[config.mk]
export PLATFORM = sky130hd
export DESIGN_NAME = controle_senha
export DESIGN_NICKNAME = d
export VERILOG_FILES = /design/src/rtl/controle_senha.sv
export SDC_FILE = /design/constraint.sdc
export NUM_CORES = 1
export LEC_CHECK = 0
export CAP_MARGIN = 20
export CORE_UTILIZATION = 53
export DETAILED_ROUTE_END_ITERATION = 16
export HOLD_SLACK_MARGIN = 0.08
export PLACE_DENSITY_LB_ADDON = 0.3
export SYNTH_ARGS = -nofsm -noshare
export SYNTH_HDL_FRONTEND = slang
export SYNTH_SLANG_ARGS = --single-unit
[constraint.sdc]
create_clock -name clk -period 1.9 [get_ports clk]
set_input_delay 0.285 -clock clk [delete_from_list [all_inputs] [get_ports clk]]
set_output_delay 0.285 -clock clk [all_outputs]
set_load 0.01 [all_outputs]
[src/rtl/controle_senha.sv]
// Safe password controller: debounces the two buttons, latches switches as password/attempt, runs lock FSM.
// Macro COFRE_BLOQUEIO_EN enables attempt counting and the timed BLOQUEADO lockout.
module controle_senha #(
   parameter int DEBOUNCE_CICLOS = 500000,
   parameter int MAX_TENTATIVAS  = 3,
   parameter int BLOQUEIO_CICLOS = 50000000
) (
   input  logic       clk,
   input  logic       rst,
   input  logic [3:0] chaves,
   input  logic       botao_cadastrar,
   input  logic       botao_confirmar,
   output logic [3:0] senha_cadastrada,
   output logic [3:0] senha_tentativa,
   output logic       valido,
   output logic       aberto,
   output logic       bloqueado,
   output logic [1:0] tentativas_rest
);
   localparam int            CW     = $clog2(DEBOUNCE_CICLOS + 1);
   localparam logic [CW-1:0] DB_FIM = CW'(DEBOUNCE_CICLOS - 1);
   localparam logic [1:0]    MAX_T  = 2'(MAX_TENTATIVAS);

   typedef enum logic [2:0] {VAZIO, FECHADO, VERIFICA, ABERTO, BLOQUEADO} estado_t;

   // Index 0 = cadastrar, index 1 = confirmar
   logic [1:0]    r_sync1, r_sync2, r_db, r_db_d;
   logic [CW-1:0] r_cnt [2];
   logic [1:0]    w_botao, w_pulso;
   logic          w_p_cad, w_p_conf;

   assign w_botao  = {botao_confirmar, botao_cadastrar};
   assign w_pulso  = r_db & ~r_db_d;
   assign w_p_cad  = w_pulso[0];
   assign w_p_conf = w_pulso[1];

   always_ff @(posedge clk) begin
      if (rst) begin
         r_sync1  <= '0;
         r_sync2  <= '0;
         r_db     <= '0;
         r_db_d   <= '0;
         r_cnt[0] <= '0;
         r_cnt[1] <= '0;
      end else begin
         r_sync1 <= w_botao;
         r_sync2 <= r_sync1;
         r_db_d  <= r_db;
         for (int i = 0; i < 2; i++) begin
            if (r_sync2[i] != r_db[i]) begin
               if (r_cnt[i] == DB_FIM) begin
                  r_db[i]  <= r_sync2[i];
                  r_cnt[i] <= '0;
               end else begin
                  r_cnt[i] <= r_cnt[i] + CW'(1);
               end
            end else begin
               r_cnt[i] <= '0;
            end
         end
      end
   end

   estado_t    r_estado, w_estado_prox;
   logic [3:0] r_senha, r_tent, w_senha_prox, w_tent_prox;
   logic [1:0] r_rest, w_rest_prox;
   logic       r_valido, r_aberto;
   logic       w_igual;

   assign w_igual = (r_tent == r_senha);

`ifdef COFRE_BLOQUEIO_EN
   localparam int            TW      = (BLOQUEIO_CICLOS > 1) ? $clog2(BLOQUEIO_CICLOS) : 1;
   localparam logic [TW-1:0] T_CARGA = TW'(BLOQUEIO_CICLOS - 1);

   logic [TW-1:0] r_timer, w_timer_prox;
   logic          r_bloq;
   logic [1:0]    w_rest_dec;

   // Saturating decrement so the counter can never wrap to 3
   assign w_rest_dec = (r_rest == 2'd0) ? 2'd0 : r_rest - 2'd1;
`endif

   always_comb begin
      w_estado_prox = r_estado;
      w_senha_prox  = r_senha;
      w_tent_prox   = r_tent;
      w_rest_prox   = r_rest;
`ifdef COFRE_BLOQUEIO_EN
      w_timer_prox  = r_timer;
`endif
      case (r_estado)
         VAZIO: begin
            if (w_p_cad) begin
               w_senha_prox  = chaves;
               w_rest_prox   = MAX_T;
               w_estado_prox = FECHADO;
            end
         end
         FECHADO: begin
            if (w_p_conf) begin
               w_tent_prox   = chaves;
               w_estado_prox = VERIFICA;
            end
         end
         VERIFICA: begin
            if (w_igual) begin
               w_rest_prox   = MAX_T;
               w_estado_prox = ABERTO;
            end else begin
`ifdef COFRE_BLOQUEIO_EN
               w_rest_prox = w_rest_dec;
               if (w_rest_dec == 2'd0) begin
                  w_timer_prox  = T_CARGA;
                  w_estado_prox = BLOQUEADO;
               end else begin
                  w_estado_prox = FECHADO;
               end
`else
               w_estado_prox = FECHADO;
`endif
            end
         end
         ABERTO: begin
            if (w_p_cad) begin
               w_senha_prox  = chaves;
               w_estado_prox = FECHADO;
            end else if (w_p_conf) begin
               w_estado_prox = FECHADO;
            end
         end
         BLOQUEADO: begin
`ifdef COFRE_BLOQUEIO_EN
            // Pulses are deliberately not looked at here, so none are queued
            if (r_timer == '0) begin
               w_rest_prox   = MAX_T;
               w_estado_prox = FECHADO;
            end else begin
               w_timer_prox = r_timer - TW'(1);
            end
`else
            w_estado_prox = FECHADO;
`endif
         end
         default: w_estado_prox = VAZIO;
      endcase
   end

   always_ff @(posedge clk) begin
      if (rst) begin
         r_estado <= VAZIO;
         r_senha  <= '0;
         r_tent   <= '0;
         r_rest   <= '0;
         r_valido <= 1'b0;
         r_aberto <= 1'b0;
`ifdef COFRE_BLOQUEIO_EN
         r_timer  <= '0;
         r_bloq   <= 1'b0;
`endif
      end else begin
         r_estado <= w_estado_prox;
         r_senha  <= w_senha_prox;
         r_tent   <= w_tent_prox;
         r_rest   <= w_rest_prox;
         r_valido <= (w_estado_prox == VERIFICA);
         r_aberto <= (w_estado_prox == ABERTO);
`ifdef COFRE_BLOQUEIO_EN
         r_timer  <= w_timer_prox;
         r_bloq   <= (w_estado_prox == BLOQUEADO);
`endif
      end
   end

   assign senha_cadastrada = r_senha;
   assign senha_tentativa  = r_tent;
   assign valido           = r_valido;
   assign aberto           = r_aberto;
   assign tentativas_rest  = r_rest;
`ifdef COFRE_BLOQUEIO_EN
   assign bloqueado        = r_bloq;
`else
   assign bloqueado        = 1'b0;
`endif

endmodule
# After elaboration in Yosys (flattened, before gate mapping)

Memory sizes are Yosys's and may differ from the RTL's.
Index checks and enable logic that the tools add are counted.

Register bits: 23
Memory bits (writable): 38
Input port bits: 8
Output and inout port bits: 13
Word-level logic and storage cells: 82
Memories kept: 1

$add $sub $neg: 2
Equal/unequal tests: 13
Muxes and demuxes: 39
Bitwise logic cells: 8
Reduce and logical (&&, ||, !) cells: 8

Memories:

| memory | depth | bits a word | read ports | clocked after memory_dff | wr ports | RTL line | text |
|---|---|---|---|---|---|---|---|
| r_cnt  | 2     | 19          | 2          | 0                        | 2        | 28       | `logic [CW-1:0] r_cnt [2];` |

Operators with widths:

| operator                                                        | number |
|---|---|
| 19-bit 2-to-1 mux                                               | 6 |
| 19-bit by 1-bit adder with 19-bit output, second input constant | 2 |
| 19-bit == test, second input constant                           | 2 |
| 1-bit 2-to-1 mux                                                | 24 |
| 3-bit one-hot mux with 5 select lines                           | 1 |
| 3-bit by 2-bit == test with 1-bit output, second input constant | 4 |
| 3-bit 2-to-1 mux                                                | 4 |
| 2-bit AND reduction                                             | 4 |
| 2-bit 2-to-1 mux                                                | 3 |
| 1-bit OR                                                        | 6 |
| 4-bit == test                                                   | 1 |
| 2-bit != test, second input constant                            | 2 |
| 2-bit one-hot mux with 2 select lines                           | 1 |
| 3-bit by 1-bit == test with 1-bit output, second input constant | 1 |
| 3-bit == test, second input constant                            | 1 |
| 3-bit logical NOT                                               | 1 |
| 3-bit AND reduction                                             | 1 |
| 2-bit AND                                                       | 1 |
| 1-bit != test                                                   | 2 |
| 2-bit NOT                                                       | 1 |
| 2-bit nonzero test                                              | 1 |
| 2-bit OR reduction                                              | 1 |

# Depth between registers and ports, before layout

An unclocked memory read counts as a cell.

Word-level depth: 9
Gate-level depth with buffers: 6
Gate-level depth less buffers: 5

# Least setup slack after synthesis

No wires, ideal clock.

Kind: reg2reg
From: memory r_cnt[0][0] (netlist name)
To: memory r_cnt[0][10] (netlist name), data pin
Library setup time: 0.257 ns
Data arrival time: 1.534 ns
Data required time: 1.643 ns
Path slack: 0.109 ns
Cell stages (with the launch flop): 7
Path buffers: 1
Period minus slack after synthesis: 1.791 ns
Cell sequence: edfxtp_1 -> ha_1 -> nand4_4 -> or2_4 -> o21ai_4 -> buf_2 -> nor2_1

RTL lines:

| what        | RTL line |
|---|---|
| from (decl) | 28 |

==> report_table.html <==
<table>
<tr><th>Metric</th><th>Value</th></tr>
<tr><th colspan="2">Status</th></tr>
<tr><td>Outcome</td><td>completed</td></tr>
<tr><th colspan="2">STA</th></tr>
<tr><td>Tightest Pin Transition</td><td>0.499 ns</td></tr>
<tr><td>Final worst-path setup slack</td><td>0.140 ns</td></tr>
<tr><td>Setup repair after global routing missed its margin</td><td>false</td></tr>
<tr><td>Setup Skew</td><td>0.0110 ns</td></tr>
<tr><td># setup viols final</td><td>0</td></tr>
<tr><td>Headroom to the max-slew limit</td><td>66.5%</td></tr>
<tr><td>Min Clock Period, post-route</td><td>1.76 ns</td></tr>
<tr><td>Tcrit/Tclk final</td><td>92.7%</td></tr>
<tr><td>Final-report hold violation count</td><td>0</td></tr>
<tr><td>Max Slew Vio Count</td><td>0</td></tr>
<tr><td>Setup TNS after final layout</td><td>0 ns</td></tr>
<tr><td>Highest clock rate</td><td>568 MHz</td></tr>
<tr><th colspan="2">Route</th></tr>
<tr><td>Average wire length per cell after detail routing</td><td>12.4 um</td></tr>
<tr><td>Number of DRC markers after the initial detailed-route iteration</td><td>94</td></tr>
<tr><td>DR DRC count</td><td>0</td></tr>
<tr><td>Remaining antenna violation count</td><td>0</td></tr>
<tr><td>1st-pass router iterations</td><td>4</td></tr>
<tr><td>Drt total wl</td><td>5460 um</td></tr>
<tr><td>Ratio of routed vias to standard cells</td><td>5.17</td></tr>
<tr><td>Number of vias after detailed routing</td><td>2268</td></tr>
<tr><th colspan="2">Clocking</th></tr>
<tr><td>Master cell of the clock root buffer</td><td>sky130_fd_sc_hd__clkbuf_8</td></tr>
<tr><td>TritonCTS clock tree</td><td>done</td></tr>
<tr><td>Maximum buffer depth of the clock tree</td><td>2</td></tr>
<tr><td>Clock buffers created by TritonCTS</td><td>9</td></tr>
<tr><td>H-tree depth</td><td>3</td></tr>
<tr><td>Post-cts sizing count</td><td>0</td></tr>
<tr><td>Number of buffers inserted to repair setup after CTS</td><td>0</td></tr>
<tr><td>Number of buffers added to fix hold violations after cts</td><td>0</td></tr>
<tr><td>Clock insertion delay at the later pin of the skew report</td><td>0.33 ns</td></tr>
<tr><td>Clock input transition at the sequential cells of the worst setup and hold paths</td><td>0.07 ns</td></tr>
<tr><td>Number of clock sinks seen by CTS</td><td>60</td></tr>
<tr><th colspan="2">Pwr</th></tr>
<tr><td>Net switching component of the power</td><td>0.607 mW</td></tr>
<tr><td>Internal power consumption</td><td>2.04 mW</td></tr>
<tr><td>Maximum vdd ir drop</td><td>0.000432 V</td></tr>
<tr><td>P_leak</td><td>1.34 nW</td></tr>
<tr><td>Clock share of power</td><td>39.2%</td></tr>
<tr><td>Proportion of power drawn by flip-flops and latches</td><td>55.6%</td></tr>
<tr><td>Combinational share of power</td><td>5.2%</td></tr>
<tr><td>Power density normalized to cell area</td><td>712 nW/um^2</td></tr>
<tr><td>Switching share of total power</td><td>23.0%</td></tr>
<tr><th colspan="2">Setup path</th></tr>
<tr><td>CP Class</td><td>reg2reg</td></tr>
<tr><td>Category of the worst setup path launch point</td><td>flip-flop</td></tr>
<tr><td>Critical Path RT</td><td>1.98 ns</td></tr>
<tr><td>Count of buffering cells on the critical path with inverters included</td><td>1</td></tr>
<tr><td>Slowest stage cell on the critical path</td><td>sky130_fd_sc_hd__edfxtp_1</td></tr>
<tr><td>Kind of cell adding the most delay to the critical path</td><td>simple AND/OR/NAND/NOR gates</td></tr>
<tr><td>Arrival time of data at the critical path endpoint</td><td>1.84 ns</td></tr>
<tr><td>Highest fanout seen on the critical path</td><td>19</td></tr>
<tr><td>Series of cell instances along the critical path</td><td>ha_1 -&gt; nand4_4 -&gt; or2_4 -&gt; o21ai_4 -&gt; buf_12 -&gt; a21oi_1</td></tr>
<tr><td>Kind of capture point of the worst setup path</td><td>flip-flop</td></tr>
<tr><td>Slowest cell delay on critical path</td><td>0.39 ns</td></tr>
<tr><th colspan="2">Flow run</th></tr>
<tr><td>Number of max-capacitance violations reported</td><td>0</td></tr>
<tr><th colspan="2">Synthesis</th></tr>
<tr><td>Ys async rst share</td><td>0%</td></tr>
<tr><td>Largest area contributor in the netlist</td><td>sky130_fd_sc_hd__edfxtp_1</td></tr>
<tr><td>Sequential area share after synthesis</td><td>52.4%</td></tr>
<tr><td>Top-area cell type share of the netlist area</td><td>37.8%</td></tr>
<tr><td>Cell variety after synth</td><td>48</td></tr>
<tr><td>Average cell area after synthesis</td><td>10.5 sq um</td></tr>
<tr><td>Post-synth top cells</td><td>51 x sky130_fd_sc_hd__nor2_1, 38 x sky130_fd_sc_hd__edfxtp_1, 22 x sky130_fd_sc_hd__dfxtp_1, 22 x sky130_fd_sc_hd__xnor2_1, 12 x sky130_fd_sc_hd__nand3_1</td></tr>
<tr><td>Top cells by area, synth</td><td>sky130_fd_sc_hd__edfxtp_1 38%, sky130_fd_sc_hd__dfxtp_1 15%, sky130_fd_sc_hd__xnor2_1 6.4%, sky130_fd_sc_hd__nor2_1 6.3%, sky130_fd_sc_hd__xor2_1 3.2%</td></tr>
<tr><td>Main flop type after synthesis</td><td>sky130_fd_sc_hd__edfxtp_1</td></tr>
<tr><td>Number of register bits inferred by synthesis</td><td>60</td></tr>
<tr><td>Number of warnings issued by yosys</td><td>0</td></tr>
<tr><td>Cell count after synthesis</td><td>288</td></tr>
<tr><td>Number of enable flip-flop cells after synthesis</td><td>38</td></tr>
<tr><td>Summed instance area of the synthesized netlist</td><td>3020 sq um</td></tr>
<tr><td>Most used standard cell by instance count after synthesis</td><td>sky130_fd_sc_hd__nor2_1</td></tr>
<tr><th colspan="2">Die</th></tr>
<tr><td>Width of the die</td><td>77.5 um</td></tr>
<tr><td>Total number of placement rows</td><td>27</td></tr>
<tr><td>Height of the chip</td><td>77.5 um</td></tr>
<tr><td>I/O pin total</td><td>21</td></tr>
<tr><td>Area enclosed by the die boundary</td><td>6000 sq um</td></tr>
<tr><td>Core Box Area</td><td>5510 sq um</td></tr>
<tr><td>Starting density of the core</td><td>54.9%</td></tr>
<tr><th colspan="2">GRT</th></tr>
<tr><td>Met1 usage</td><td>25.1%</td></tr>
<tr><td>Met3 layer usage reported by global route</td><td>5.65%</td></tr>
<tr><td>Residual overflow from global routing</td><td>0</td></tr>
<tr><td>Global-route layer with the greatest usage</td><td>met2</td></tr>
<tr><td>Total routing usage reported by global routing</td><td>19.9%</td></tr>
<tr><td>Initial antenna violation count</td><td>0</td></tr>
<tr><td>Pin count of the biggest net entering global routing</td><td>20</td></tr>
<tr><td>Fraction of met2 tracks used by global routing</td><td>32.0%</td></tr>
<tr><td>Via count of the first global-routing pass</td><td>2151</td></tr>
<tr><td>Global-route wire length before repair</td><td>9300 um</td></tr>
<tr><th colspan="2">Layout</th></tr>
<tr><td>Count of nets after finishing</td><td>372</td></tr>
<tr><td>Layout-stage area growth over the synthesis result</td><td>22.9%</td></tr>
<tr><td>Count of fill cells added during filler insertion</td><td>428</td></tr>
<tr><td>Diodes inserted</td><td>0</td></tr>
<tr><td>Post-route cell area</td><td>3710 sq um</td></tr>
<tr><td>Share of final-layout standard cells stronger than drive strength 1</td><td>11.7%</td></tr>
<tr><td>Post-layout utilization of the core</td><td>67.4%</td></tr>
<tr><th colspan="2">Placed design</th></tr>
<tr><td>Setup slack at placement</td><td>0.0938 ns</td></tr>
<tr><td>Detailed placement HPWL</td><td>3940 um</td></tr>
<tr><td>Final GP Congestion</td><td>0.849</td></tr>
<tr><td>Count of input and output buffers</td><td>19</td></tr>
<tr><td>Area after detailed placement</td><td>3520 sq um</td></tr>
<tr><th colspan="2">Min path</th></tr>
<tr><td>Path type of the worst min-delay path</td><td>reg2reg</td></tr>
</table>
flip-flops by register name (all words and copies together), names as in the netlist:
signal / count
r_sync2: 2
valido: 1
r_db_d: 2
r_sync1: 2
senha_cadastrada: 4
r_cnt: 38
r_db: 2
senha_tentativa: 4
r_estado: 3
tentativas_rest: 1
aberto: 1
metrics by stage:
step / hold slack (ns) / instances / power, mW
6_report: 0.445 / 439 / 2.64
5_1_grt: 0.462 / 439 / 2.74
4_1_cts: 0.446 / 439 / 2.66
3_5_place_dp: 0.431 / 423 / 1.63
3_3_place_gp: 0.425 / 423 / 1.63
2_1_floorplan: 0.365 / 326 / 1.58
logic make-up after synthesis:
| kind of cell | synth area share [%] |
|---|---|
| AND/OR/NAND/NOR | 25.6 |
| multiplexers | 2.65 |
| other | 0.249 |
| adder cells (fa/ha/maj) | 0.828 |
| AO/OA/AOI/OAI | 6.38 |
| flip-flops | 52.4 |
| XOR/XNOR | 9.57 |
| buffers and inverters | 2.36 |
worst register-to-register path, cell delays in order (launching register included):
cell,delay [ns]
sky130_fd_sc_hd__edfxtp_1,0.39
sky130_fd_sc_hd__ha_1,0.28
sky130_fd_sc_hd__nand4_4,0.14
sky130_fd_sc_hd__or2_4,0.30
sky130_fd_sc_hd__o21ai_4,0.17
sky130_fd_sc_hd__buf_12,0.16
sky130_fd_sc_hd__a21oi_1,0.06
routing by layer:
metal / wire [um] / part of all wire [%] / vias to the layer above
met5: 0 / 0 / -
met4: 44 / 0.81 / 0
met3: 205 / 3.8 / 6
met2: 2640 / 48 / 41
met1: 2570 / 47 / 1072
li1: - / - / 1149
path summary, 6_finish.rpt:
path / startpoint / cells after the start / endpoint / slack [ns]
hold reg to reg: r_sync1[1]$_SDFF_PP0_ / 1 / r_sync2[1]$_SDFF_PP0_ / 0.45
setup / recovery: r_cnt[0][1]$_SDFFCE_PP0P_ / 6 / r_cnt[0][16]$_SDFFCE_PP0P_ / 0.14
setup reg to reg: r_cnt[0][1]$_SDFFCE_PP0P_ / 6 / r_cnt[0][16]$_SDFFCE_PP0P_ / 0.14
hold / removal: r_sync1[1]$_SDFF_PP0_ / 1 / r_sync2[1]$_SDFF_PP0_ / 0.45
power groups by stage:
| stage | clock network [mW] | logic, mW | registers [mW] |
|---|---|---|---|
| floorplan | 0 | 0.0912 | 1.49 |
| global placement | 0 | 0.131 | 1.50 |
| detailed placement | 0 | 0.133 | 1.50 |
| CTS | 1.06 | 0.134 | 1.47 |
| global route | 1.10 | 0.155 | 1.48 |
| finish | 1.04 | 0.136 | 1.47 |
placed cells by master (no fill, tap or decap), drive strengths merged, types with 4 or more instances in the layout:
cell	count
nand3	13
xnor2	22
xor2	11
nand2	11
nor4	9
nor3	8
clkdlybuf4s50	19
a21oi	10
and3	8
buf	14
nor2b	7
nor2	51
nor4b	4
inv	7
mux2i	8
conb	40
dfxtp	22
o21ai	8
edfxtp	38
nand4	12
clkbuf	13
cell type report:
type	instances	area [sq um]	area share (%)
multi-input combinational	251	1530	41.1
timing repair buffer	33	308	8.29
tap	72	90.1	2.43
inverter	7	26.3	0.708
clock inverter	3	21.3	0.573
clock buffer	13	159	4.28
sequential	60	1580	42.6
Note: power is estimated with default switching activity, not from simulation.
